<file path="src/rtl/keypad_emulator_if.sv">
// Command handshake between a press requester (bench or self-test) and the keypad model.
interface keypad_emulator_if;
    logic        cmd_valid;
    logic [3:0]  cmd_key;
    logic [15:0] cmd_hold;
    logic        cmd_ready;
    logic        busy;

    modport master (
        output cmd_valid,
        output cmd_key,
        output cmd_hold,
        input  cmd_ready,
        input  busy
    );

    modport slave (
        input  cmd_valid,
        input  cmd_key,
        input  cmd_hold,
        output cmd_ready,
        output busy
    );
endinterface

</file>
<file path="src/rtl/keypad_emulator.sv">
// 4x4 matrix keypad model: answers column scans with row lines and models
// contact bounce on press and release for a single commanded key.
module keypad_emulator #(
    parameter int unsigned BOUNCE_CYCLES = 2000,
    parameter int unsigned BOUNCE_TOGGLE = 50,
    parameter int unsigned GAP_CYCLES    = 1000,
    parameter logic [15:0] LFSR_SEED     = 16'hACE1
) (
    input  logic             clk,
    input  logic             n_reset,
    input  logic [3:0]       columnas,
    keypad_emulator_if.slave cmd,
    output logic [3:0]       filas,
    output logic             contact
);

    localparam int unsigned BW     = (BOUNCE_CYCLES > 1) ? $clog2(BOUNCE_CYCLES) : 1;
    localparam int unsigned TW     = (BOUNCE_TOGGLE > 1) ? $clog2(BOUNCE_TOGGLE) : 1;
    localparam int unsigned GW     = (GAP_CYCLES > 1) ? $clog2(GAP_CYCLES) : 1;
    localparam int unsigned B_LAST = (BOUNCE_CYCLES > 0) ? BOUNCE_CYCLES - 1 : 0;
    localparam int unsigned T_LAST = (BOUNCE_TOGGLE > 0) ? BOUNCE_TOGGLE - 1 : 0;
    localparam int unsigned G_LAST = (GAP_CYCLES > 0) ? GAP_CYCLES - 1 : 0;

    localparam logic [15:0] LFSR_MASK = 16'hB400;

    localparam logic [2:0] S_IDLE     = 3'd0;
    localparam logic [2:0] S_BPRESS   = 3'd1;
    localparam logic [2:0] S_HOLD     = 3'd2;
    localparam logic [2:0] S_BRELEASE = 3'd3;
    localparam logic [2:0] S_GAP      = 3'd4;

    logic [2:0]    r_state;
    logic [15:0]   r_lfsr;
    logic [BW-1:0] r_bcnt;
    logic [TW-1:0] r_tcnt;
    logic [15:0]   r_hcnt;
    logic [GW-1:0] r_gcnt;
    logic [3:0]    r_key;
    logic [15:0]   r_hold;
    logic          r_contact;
    logic [3:0]    r_filas;
    logic          r_ready;
    logic          r_busy;

    logic [2:0]    w_state_n;
    logic [15:0]   w_lfsr_n;
    logic [BW-1:0] w_bcnt_n;
    logic [TW-1:0] w_tcnt_n;
    logic [15:0]   w_hcnt_n;
    logic [GW-1:0] w_gcnt_n;
    logic [3:0]    w_key_n;
    logic [15:0]   w_hold_n;
    logic          w_contact_n;
    logic [3:0]    w_filas_n;

    // Free-running Galois LFSR supplying the bounce randomness.
    always_comb begin
        w_lfsr_n = r_lfsr >> 1;
        if (r_lfsr[0]) begin
            w_lfsr_n = (r_lfsr >> 1) ^ LFSR_MASK;
        end
    end

    // Press sequencer: next state, counters, latched command and contact level.
    // A clean (no-bounce) press closes one cycle after entering HOLD, so HOLD
    // counts only cycles with the contact already closed.
    always_comb begin
        w_state_n   = r_state;
        w_bcnt_n    = r_bcnt;
        w_tcnt_n    = r_tcnt;
        w_hcnt_n    = r_hcnt;
        w_gcnt_n    = r_gcnt;
        w_key_n     = r_key;
        w_hold_n    = r_hold;
        w_contact_n = r_contact;
        case (r_state)
            S_IDLE: begin
                w_contact_n = 1'b0;
                if (cmd.cmd_valid && r_ready) begin
                    w_key_n   = cmd.cmd_key;
                    w_hold_n  = (cmd.cmd_hold == 16'd0) ? 16'd1 : cmd.cmd_hold;
                    w_bcnt_n  = '0;
                    w_tcnt_n  = '0;
                    w_hcnt_n  = '0;
                    w_gcnt_n  = '0;
                    w_state_n = (BOUNCE_CYCLES == 0) ? S_HOLD : S_BPRESS;
                end
            end
            S_BPRESS, S_BRELEASE: begin
                if (r_tcnt == '0) begin
                    w_contact_n = r_lfsr[0];
                end
                w_tcnt_n = (r_tcnt == TW'(T_LAST)) ? '0 : r_tcnt + TW'(1);
                if (r_bcnt == BW'(B_LAST)) begin
                    w_contact_n = (r_state == S_BPRESS);
                    w_hcnt_n    = '0;
                    w_gcnt_n    = '0;
                    w_state_n   = (r_state == S_BPRESS) ? S_HOLD : S_GAP;
                end else begin
                    w_bcnt_n = r_bcnt + BW'(1);
                end
            end
            S_HOLD: begin
                w_contact_n = 1'b1;
                if (r_contact) begin
                    if (r_hcnt == r_hold - 16'd1) begin
                        w_bcnt_n = '0;
                        w_tcnt_n = '0;
                        w_gcnt_n = '0;
                        if (BOUNCE_CYCLES == 0) begin
                            w_contact_n = 1'b0;
                            w_state_n   = S_GAP;
                        end else begin
                            w_state_n = S_BRELEASE;
                        end
                    end else begin
                        w_hcnt_n = r_hcnt + 16'd1;
                    end
                end
            end
            S_GAP: begin
                w_contact_n = 1'b0;
                if (GAP_CYCLES == 0 || r_gcnt == GW'(G_LAST)) begin
                    w_state_n = S_IDLE;
                end else begin
                    w_gcnt_n = r_gcnt + GW'(1);
                end
            end
            default: begin
                w_state_n   = S_IDLE;
                w_contact_n = 1'b0;
            end
        endcase
    end

    // Row response: pull the key's row low when closed and its column is driven.
    always_comb begin
        w_filas_n = 4'b1111;
        if (r_contact && !columnas[r_key[1:0]]) begin
            w_filas_n[r_key[3:2]] = 1'b0;
        end
    end

    // State and output registers.
    always_ff @(posedge clk or negedge n_reset) begin
        if (!n_reset) begin
            r_state   <= S_IDLE;
            r_lfsr    <= LFSR_SEED;
            r_bcnt    <= '0;
            r_tcnt    <= '0;
            r_hcnt    <= '0;
            r_gcnt    <= '0;
            r_key     <= '0;
            r_hold    <= '0;
            r_contact <= 1'b0;
            r_filas   <= 4'b1111;
            r_ready   <= 1'b1;
            r_busy    <= 1'b0;
        end else begin
            r_state   <= w_state_n;
            r_lfsr    <= w_lfsr_n;
            r_bcnt    <= w_bcnt_n;
            r_tcnt    <= w_tcnt_n;
            r_hcnt    <= w_hcnt_n;
            r_gcnt    <= w_gcnt_n;
            r_key     <= w_key_n;
            r_hold    <= w_hold_n;
            r_contact <= w_contact_n;
            r_filas   <= w_filas_n;
            r_ready   <= (w_state_n == S_IDLE);
            r_busy    <= (w_state_n != S_IDLE);
        end
    end

    assign filas         = r_filas;
    assign contact       = r_contact;
    assign cmd.cmd_ready = r_ready;
    assign cmd.busy      = r_busy;

endmodule

</file>
<file path="src/flat_wrapper.sv">
// flat-port wrapper written by rule: the top's interface ports become plain ports
module keypad_emulator_flat 
#(
    parameter int unsigned BOUNCE_CYCLES = 2000,
    parameter int unsigned BOUNCE_TOGGLE = 50,
    parameter int unsigned GAP_CYCLES    = 1000,
    parameter logic [15:0] LFSR_SEED     = 16'hACE1
)
  (clk, n_reset, columnas, filas, contact, cmd_cmd_valid, cmd_cmd_key, cmd_cmd_hold, cmd_cmd_ready, cmd_busy);
  keypad_emulator_if cmd_i ();
  input  logic clk;
  input  logic n_reset;
  input  logic [3:0] columnas;
  output logic [3:0] filas;
  output logic contact;
  input wire logic [$bits(cmd_i.cmd_valid)-1:0] cmd_cmd_valid;
  input wire logic [$bits(cmd_i.cmd_key)-1:0] cmd_cmd_key;
  input wire logic [$bits(cmd_i.cmd_hold)-1:0] cmd_cmd_hold;
  output wire logic [$bits(cmd_i.cmd_ready)-1:0] cmd_cmd_ready;
  output wire logic [$bits(cmd_i.busy)-1:0] cmd_busy;
  assign cmd_i.cmd_valid = cmd_cmd_valid;
  assign cmd_i.cmd_key = cmd_cmd_key;
  assign cmd_i.cmd_hold = cmd_cmd_hold;
  assign cmd_cmd_ready = cmd_i.cmd_ready;
  assign cmd_busy = cmd_i.busy;
  keypad_emulator #(.BOUNCE_CYCLES(BOUNCE_CYCLES), .BOUNCE_TOGGLE(BOUNCE_TOGGLE), .GAP_CYCLES(GAP_CYCLES), .LFSR_SEED(LFSR_SEED)) u_core (.clk(clk), .n_reset(n_reset), .columnas(columnas), .cmd(cmd_i), .filas(filas), .contact(contact));
endmodule
</file>
<file path="config.mk">
export PLATFORM = sky130hd
export DESIGN_NAME = keypad_emulator_flat
export DESIGN_NICKNAME = d
export VERILOG_FILES = /design/src/rtl/keypad_emulator_if.sv /design/src/rtl/keypad_emulator.sv /design/src/flat_wrapper.sv
export SDC_FILE = /design/constraint.sdc
export NUM_CORES = 1
export LEC_CHECK = 0
export CORE_MARGIN = 8
export CORE_UTILIZATION = 53
export DETAILED_ROUTE_END_ITERATION = 7
export HOLD_SLACK_MARGIN = 0.15
export PLACE_DENSITY_LB_ADDON = 0.25
export SYNTH_ARGS = -nofsm -noshare
export SYNTH_HDL_FRONTEND = slang
export SYNTH_SLANG_ARGS = --single-unit
</file>
<file path="constraint.sdc">
create_clock -name clk -period 7.1 [get_ports clk]
set_input_delay 1.42 -clock clk [delete_from_list [all_inputs] [get_ports clk]]
set_output_delay 1.42 -clock clk [all_outputs]
set_load 0.03 [all_outputs]
</file>
==> impl_metrics.json, run 1 <==
{
  "status": "complete, no violations",
  "hold_start": "u_core.r_lfsr[2]",
  "synthTopCellsByCount": "dfrtp_1 (76), nor2_1 (32), a21oi_1 (26)",
  "seqPwrFrac_pct": 58.6,
  "vdd_drop_max_mv": 0.0982,
  "first_pass_iters": 4,
  "fillers": 715,
  "postCtsHoldBufs": 0,
  "antenna_found_initial": 0,
  "ys_seq_area_share_pct": 48.4,
  "cp.arrival_ps": 4050,
  "power_frac_comb_pct": 3.0,
  "cts_tree": "done",
  "syn-cell-area_mm2": 0.00463,
  "fmax_ghz": 0.265,
  "intPower_mw": 0.668,
  "synth_cell_types": 59,
  "mappedNetlistNets": 481,
  "synth-main-ff-cell": "dfrtp_1",
  "place.gp.congestion": 0.856,
  "p_per_area_mw_per_mm2": 166,
  "crit_type": "reg -> reg",
  "diodes": 0,
  "yosys_warnings": 0,
  "clk_latency_ps": 370,
  "grt.total_usage_pct": 16.7,
  "max_cap_viol_count": 0,
  "clock_path_buffers": 2,
  "min_period_over_period_pct": 53.1,
  "power_switching_mw": 0.197,
  "grt_pass1_wl_um": 16200,
  "synth_area_leader_cell": "dfrtp_1",
  "yosys.area.top_type_share_pct": 41.1,
  "cts.reportedPaths.clkPinSlew_ps": 80,
  "wl_um": 9510,
  "r2r_start": "u_core.r_hold[3]",
  "nNetsFinal": 508,
  "clkPwrFrac_pct": 38.4,
  "crit_path_end_kind": "flop",
  "dieArea_mm2": 0.0120,
  "synth_most_common_cell": "dfrtp_1",
  "die_y_um": 109,
  "required_ps": 7380,
  "reg2regPathDepth": 8,
  "via_per_inst": 6.05,
  "multiInputGateArea_mm2": 0.00226,
  "leakage_nw": 2.13,
  "drive_gt1_share_pct": 13.4,
  "numCtsBuffers": 9,
  "dp.final_hpwl_um": 6710,
  "setup_tns_ps": 0,
  "finalSetupViolCount": 0,
  "cts.sinks": 89,
  "min_period_ps": 3770,
  "seqCellArea_mm2": 0.00224,
  "synthCells": 447,
  "antenna_left": 0,
  "clock_skew_ps": 14.9,
  "avgSynthCellArea_um2": 10.4,
  "synth_area_leaders": "dfrtp_1 (41%), dfstp_2 (7.4%), mux2_2 (5.3%)",
  "swShare_pct": 22.7,
  "dr_total_vias": 3550,
  "startpoint": "u_core.r_hold[3]",
  "htreeDepth": 3,
  "grt_max_degree": 90,
  "hp-class": "reg -> reg",
  "post-route-util_pct": 60.7,
  "start_util_pct": 53.9,
  "async_reset_ff_share_pct": 100,
  "worstPathMaxFanout": 17,
  "cts_setup_buffers": 0,
  "rows": 34,
  "hold_violations": 0,
  "ioPinCount": 34,
  "worst_slew_pin_slew_ps": 1080,
  "cts_root_buf": "clkbuf_8",
  "dieWidth_um": 109,
  "io_buffers": 33,
  "gr-total-overflow": 0,
  "routedWlPerCell_um": 16.2,
  "slew-limit-headroom_pct": 27.8,
  "synth-edff-count": 0,
  "fin_cells": 587,
  "drtIter0Drc": 206,
  "dp_cells": 571,
  "drc": 0,
  "design.core.area_mm2": 0.00859,
  "ys_ff_latch": 89,
  "grt_pass1_vias": 3424,
  "rsz0062_at_grt": "false",
  "hold_depth": 0,
  "area_growth_pct": 12.6,
  "start_kind": "flop",
  "slew_violations": 0,
  "cts_resized": 0
}
==> final cells by class <==
cell class                      instances  share of cell area, %
Inverter                               14                   1.01
Clock inverter                          5                  0.720
Multi-Input combinational cell        326                   43.3
Clock buffer                           11                   2.90
Sequential cell                        89                   43.0
Timing Repair Buffer                   34                   6.43
Tap cell                              108                   2.59
==> cells by family after synthesis <==
group	Yosys count	synth area share, %
AO/OA/AOI/OAI	95	14.6
XOR/XNOR	34	6.43
adder cells (fa/ha/maj)	7	1.89
buffers and inverters	32	2.86
flip-flops	89	48.4
multiplexers	23	5.84
AND/OR/NAND/NOR	167	19.9
==> through the flow <==
stage / power, mW / instance area, µm² / setup WS (ps) / hold WS [ps]
final: 0.865 / 5220 / 3330 / 356
after global placement: 0.543 / 5030 / 3310 / 333
after floorplan: 0.518 / 4630 / 4050 / 331
after global routing: 0.898 / 5220 / 2950 / 362
after CTS: 0.875 / 5220 / 3380 / 360
after detailed placement: 0.543 / 5030 / 3260 / 339
==> critical path, stage by stage, from the launching register on <==
cell      delay [ps]
dfrtp_1          470
or4_1            700
nor3_1           260
mux2_2           350
o21ai_0          410
nand4_4          400
o211ai_1         740
o21ai_0          210
a21oi_1          150
==> final timing paths <==
check                                     to  slack (ps)
max                        u_core.r_hcnt[15]        3330
min                         u_core.r_lfsr[1]         360
max reg2reg                u_core.r_hcnt[15]        3330
min reg2reg                 u_core.r_lfsr[1]         360
max in group asynchronous   u_core.r_lfsr[8]        5150
min in group asynchronous  u_core.r_bcnt[10]        1230
==> power by group through the flow <==
| stage | Combinational, mW | Sequential [mW] | Clock, mW |
|---|---|---|---|
| 2_1_floorplan | 0.00114 | 0.517 | 0 |
| 3_3_place_gp | 0.0262 | 0.517 | 0 |
| 3_5_place_dp | 0.0268 | 0.517 | 0 |
| 4_1_cts | 0.0268 | 0.507 | 0.341 |
| 5_1_grt | 0.0289 | 0.507 | 0.362 |
| 6_report | 0.0258 | 0.507 | 0.332 |
==> placed cells by master (no fill, tap or decap), types with 9 or more instances in the layout <==
cell type        netlist  final
a21oi_1               26     26
clkbuf_8               0     11
clkdlybuf4s50_1        0     32
dfrtp_1               76     76
dfstp_2               13     13
inv_1                 14     14
mux2_2                22     22
nand2_1               24     24
nand3_1               20     20
nand4_1               13     13
nor2_1                32     32
nor4_1                13     12
o21ai_0               19     19
or3_1                 18     18
or4_1                  9      9
xnor2_1               22     22
xor2_1                12     12
==> state kept, by name (all words and copies together), names as in the netlist <==
register	flops
u_core.r_state	3
u_core.r_tcnt	6
u_core.r_hold	16
u_core.contact	1
u_core.r_key	4
u_core.r_hcnt	16
u_core.filas	4
u_core.r_bcnt	11
u_core.cmd.cmd_ready	1
u_core.r_lfsr	16
u_core.r_gcnt	10
u_core.cmd.busy	1
==> layer usage <==
metal	wire, µm	share of wire, %	track usage [%]	vias to the layer above
met3	397	4.2	3.81	10
met4	110	1.2	5.50	0
met2	4560	48	27.3	55
met5	0	0	0	-
li1	-	-	-	1719
met1	4440	47	21.5	1766
Power figures use the tool's default switching activity.
==> run 2, diff against run 1 <==
- clock period: 7.1 -> 3.6 ns (I/O delays scaled with it)
==> impl_metrics.json, run 2 (synthesis gave the netlist of run 1 again) <==
{
  "p_per_area_mw_per_mm2": 340,
  "routedWlPerCell_um": 16.8,
  "cp.arrival_ps": 3700,
  "die_y_um": 109,
  "clock_skew_ps": 16.6,
  "drc": 0,
  "grt_pass1_vias": 3507,
  "worst_slew_pin_slew_ps": 1090,
  "htreeDepth": 3,
  "power_switching_mw": 0.375,
  "diodes": 0,
  "biggestRegsByFlops": "u_core.r_hcnt x16, u_core.r_hold x16, u_core.r_lfsr x16",
  "wl_um": 10100,
  "area_growth_pct": 16.3,
  "grt_max_degree": 90,
  "start_util_pct": 53.9,
  "vdd_drop_max_mv": 0.235,
  "cts_root_buf": "clkbuf_8",
  "gr-total-overflow": 0,
  "antenna_found_initial": 0,
  "via_per_inst": 6.01,
  "cts_tree": "done",
  "cts.reportedPaths.clkPinSlew_ps": 90,
  "intPower_mw": 1.46,
  "required_ps": 3860,
  "dr_total_vias": 3615,
  "crit_type": "reg -> reg",
  "min_period_over_period_pct": 95.4,
  "path_buf_inv": 0,
  "power_frac_comb_pct": 2.8,
  "hold_violations": 0,
  "slew-limit-headroom_pct": 27.1,
  "ioPinCount": 34,
  "setup_tns_ps": 0,
  "place.gp.congestion": 0.890,
  "place_area_mm2": 0.00510,
  "finalSetupViolCount": 0,
  "critPathMaxStageDelay_ps": 700,
  "final_cell_mix": "dfrtp_1 (76), nor2_1 (32), clkdlybuf4s50_1 (32)",
  "design.core.area_mm2": 0.00859,
  "seqPwrFrac_pct": 54.6,
  "drtIter0Drc": 178,
  "cts.sinks": 89,
  "io_buffers": 33,
  "postCtsHoldBufs": 0,
  "slowest_stage": "or4_1",
  "clkPwrFrac_pct": 42.6,
  "rows": 34,
  "min_period_ps": 3430,
  "fmax_ghz": 0.291,
  "swShare_pct": 20.5,
  "path_cells": "or4_1 -> or3_1 -> a211o_1 -> a2bb2oi_4 -> nand4_1 -> and2_4 -> or4_1 -> a21oi_1",
  "numCtsBuffers": 9,
  "first_pass_iters": 4,
  "start_kind": "flop",
  "hp-class": "reg -> reg",
  "power_mw": 1.83,
  "rsz0062_at_grt": "false",
  "cpMostUsedCell": "or4_1",
  "nNetsFinal": 522,
  "antenna_left": 0,
  "final_cell_area_mm2": 0.00538,
  "status": "complete, no violations",
  "grt.total_usage_pct": 17.5,
  "dieArea_mm2": 0.0120,
  "leakage_nw": 2.22,
  "slew_violations": 0,
  "final_common_cell": "dfrtp_1",
  "drive_gt1_share_pct": 15.8,
  "max_cap_viol_count": 0,
  "dieWidth_um": 109,
  "worstPathMaxFanout": 15,
  "crit_family": "simple AND/OR/NAND/NOR gates",
  "grt_pass1_wl_um": 16900,
  "clock_path_buffers": 2,
  "crit_path_end_kind": "flop",
  "dp_cells": 581,
  "fin_cells": 601,
  "clk_latency_ps": 350,
  "dp.final_hpwl_um": 6970
}
==> run 2: final timing paths <==
check                      slack, ps             start  depth (start not counted)               end
min in group asynchronous        570           n_reset                          1  u_core.r_tcnt[4]
hold reg to reg                  360  u_core.r_lfsr[9]                          0  u_core.r_lfsr[8]
hold / removal                   360  u_core.r_lfsr[9]                          0  u_core.r_lfsr[8]
setup / recovery                 170  u_core.r_hold[3]                          8  u_core.r_bcnt[7]
setup reg to reg                 170  u_core.r_hold[3]                          8  u_core.r_bcnt[7]
max in group asynchronous       2330           n_reset                          1  u_core.r_hold[6]
==> run 2: routing by layer <==
metal  up-vias  track usage (%)  share of wire (%)
met4         0             3.47               0.84
met2        80             29.0                 49
met1      1770             23.0                 45
met5         -                0                  0
met3         9             4.04                5.1
li1       1756                -                  -
==> run 2: area by class of cell <==
class	count	area [µm²]
Clock inverter	4	76.3
Inverter	14	52.6
Multi-Input combinational cell	327	2290
Tap cell	108	135
Sequential cell	89	2240
Timing Repair Buffer	47	433
Fill cell	723	3210
Clock buffer	12	155
==> run 2: power groups by stage <==
stage / Combinational [mW] / Sequential (mW) / Clock (mW)
3_3_place_gp: 0.0521 / 1.02 / 0
5_1_grt: 0.0573 / 1.00 / 0.836
3_5_place_dp: 0.0527 / 1.02 / 0
4_1_cts: 0.0529 / 1.00 / 0.799
2_1_floorplan: 0.00225 / 1.02 / 0
6_report: 0.0509 / 1.00 / 0.781
==> run 2: what timing repair did <==
| item | in CTS | in global routing |
|---|---|---|
| setup buffers | 0 | 3 |
| resized for setup | 0 | 3 |
| endpoints found under the setup margin | 0 | 13 |
==> run 2: metrics by stage <==
| stage | setup WS, ps | hold WS [ps] | utilization, % |
|---|---|---|---|
| 6_report | 165 | 355 | 62.7 |
| 3_3_place_gp | 235 | 336 | 59.4 |
| 2_1_floorplan | 545 | 331 | - |
| 4_1_cts | 115 | 357 | 62.1 |
| 5_1_grt | 58.6 | 364 | 62.7 |
| 3_5_place_dp | 155 | 336 | 59.4 |
==> run 3, diff against run 2 <==
- GPL_TIMING_DRIVEN: unset -> 0
- PLACE_DENSITY_LB_ADDON: 0.25 -> 0.1
==> impl_metrics.json, run 3 (synthesis gave the netlist of run 1 again) <==
{
  "p_per_area_mw_per_mm2": 318,
  "intPower_mw": 1.32,
  "fmax_ghz": 0.295,
  "final_cell_mix": "dfrtp_1 (76), nor2_1 (32), clkdlybuf4s50_1 (32)",
  "cts_setup_buffers": 0,
  "postCtsHoldBufs": 0,
  "dieWidth_um": 109,
  "design.core.area_mm2": 0.00859,
  "grt_pass1_wl_um": 17000,
  "grt_pass1_vias": 3548,
  "dieArea_mm2": 0.0120,
  "power_switching_mw": 0.374,
  "cts_root_buf": "clkbuf_8",
  "nNetsFinal": 526,
  "routedWlPerCell_um": 16.8,
  "area_growth_pct": 14.9,
  "start_kind": "flop",
  "seqCellArea_mm2": 0.00224,
  "slew-limit-headroom_pct": 23.8,
  "fin_cells": 605,
  "cts_resized": 0,
  "drtIter0Drc": 152,
  "swShare_pct": 22.1,
  "status": "complete, no violations",
  "power_mw": 1.69,
  "hp-class": "in -> async",
  "crit_type": "reg -> reg",
  "gr-total-overflow": 0,
  "max_cap_viol_count": 0,
  "clock_skew_ps": 10.9,
  "dp_cells": 589,
  "place_area_mm2": 0.00512,
  "via_per_inst": 5.94,
  "leakage_nw": 2.18,
  "htreeDepth": 3,
  "required_ps": 3880,
  "min_period_ps": 3400,
  "finalSetupViolCount": 0,
  "start_util_pct": 53.9,
  "cts.sinks": 89,
  "dr_total_vias": 3593,
  "rows": 34,
  "cts.reportedPaths.clkPinSlew_ps": 90,
  "cp.arrival_ps": 3680,
  "rsz0062_at_grt": "false",
  "first_pass_iters": 4,
  "clk_latency_ps": 360,
  "place.gp.congestion": 0.840,
  "grt.total_usage_pct": 17.6,
  "post-route-util_pct": 61.9,
  "grt_max_degree": 55,
  "biggestRegsByFlops": "u_core.r_hcnt x16, u_core.r_hold x16, u_core.r_lfsr x16",
  "seqPwrFrac_pct": 59.1,
  "clock_path_buffers": 2,
  "wl_um": 10100,
  "io_buffers": 33,
  "drive_gt1_share_pct": 14.1,
  "numCtsBuffers": 9,
  "antenna_left": 0,
  "slew_violations": 0,
  "drc": 0,
  "crit_path_end_kind": "flop",
  "ioPinCount": 34,
  "final_common_cell": "dfrtp_1",
  "min_period_over_period_pct": 94.3,
  "vdd_drop_max_mv": 0.198,
  "final_cell_area_mm2": 0.00532,
  "dp.final_hpwl_um": 7390,
  "antenna_found_initial": 0,
  "worstPathMaxFanout": 10,
  "multiInputGateArea_mm2": 0.00227,
  "worst_slew_pin_slew_ps": 1130,
  "die_y_um": 109,
  "fillers": 750,
  "cts_tree": "done",
  "hold_violations": 0,
  "clkPwrFrac_pct": 37.7,
  "diodes": 0,
  "power_frac_comb_pct": 3.3
}
-- run 3: per-stage QoR --
step,setup TNS [ps],worst slack [ps],hold WS [ps]
floorplan,0,545,331
global route,0,23.6,340
detailed placement,0,65.5,336
finish,0,205,306
CTS,0,45.6,315
global placement,-105920,-1350,335
-- run 3: worst paths after layout --
| check | from | to | slack (ps) | depth (start not counted) |
|---|---|---|---|---|
| setup / recovery | u_core.r_hold[3] | u_core.r_bcnt[6] | 200 | 10 |
| hold / removal | n_reset | u_core.r_lfsr[1] | 310 | 1 |
| setup reg to reg | u_core.r_hold[3] | u_core.r_bcnt[6] | 200 | 10 |
| hold reg to reg | u_core.r_lfsr[6] | u_core.r_lfsr[5] | 340 | 0 |
| max in group asynchronous | n_reset | u_core.r_lfsr[10] | 2610 | 2 |
| min in group clk | u_core.r_lfsr[6] | u_core.r_lfsr[5] | 340 | 0 |
-- run 3: power by group through the flow --
stage | logic [mW] | clock network, mW | registers (mW)
finish | 0.0552 | 0.637 | 0.999
global route | 0.0622 | 0.693 | 1.00
CTS | 0.0574 | 0.663 | 1.00
global placement | 0.0528 | 0 | 1.02
detailed placement | 0.0573 | 0 | 1.02
floorplan | 0.00225 | 0 | 1.02
-- run 3: metal layers --
| metal | wire length [µm] | vias to the layer above | GRT usage, % |
|---|---|---|---|
| li1 | - | 1750 | - |
| met1 | 4630 | 1750 | 22.8 |
| met2 | 4920 | 80 | 28.4 |
| met3 | 476 | 13 | 4.69 |
| met4 | 118 | 0 | 5.11 |
| met5 | 0 | - | 0 |
-- run 3: final cells by class --
type,count,share of cell area (%)
buffer,18,1.51
clock buffer,12,2.92
clock inverter,4,0.517
inverter,14,0.988
multi-input combinational,326,42.7
sequential,89,42.2
tap,108,2.54
timing repair buffer,34,6.68
-- run 3: critical path, cell delays in order (launching register included) --
cell and delay, ps:
dfrtp_1 470, or4_1 530, clkbuf_1 200, nor3_1 240
mux2_2 350, o21ai_1 310, nand4_1 270, and2_4 260
buf_2 180, or3_1 350, a21oi_1 150
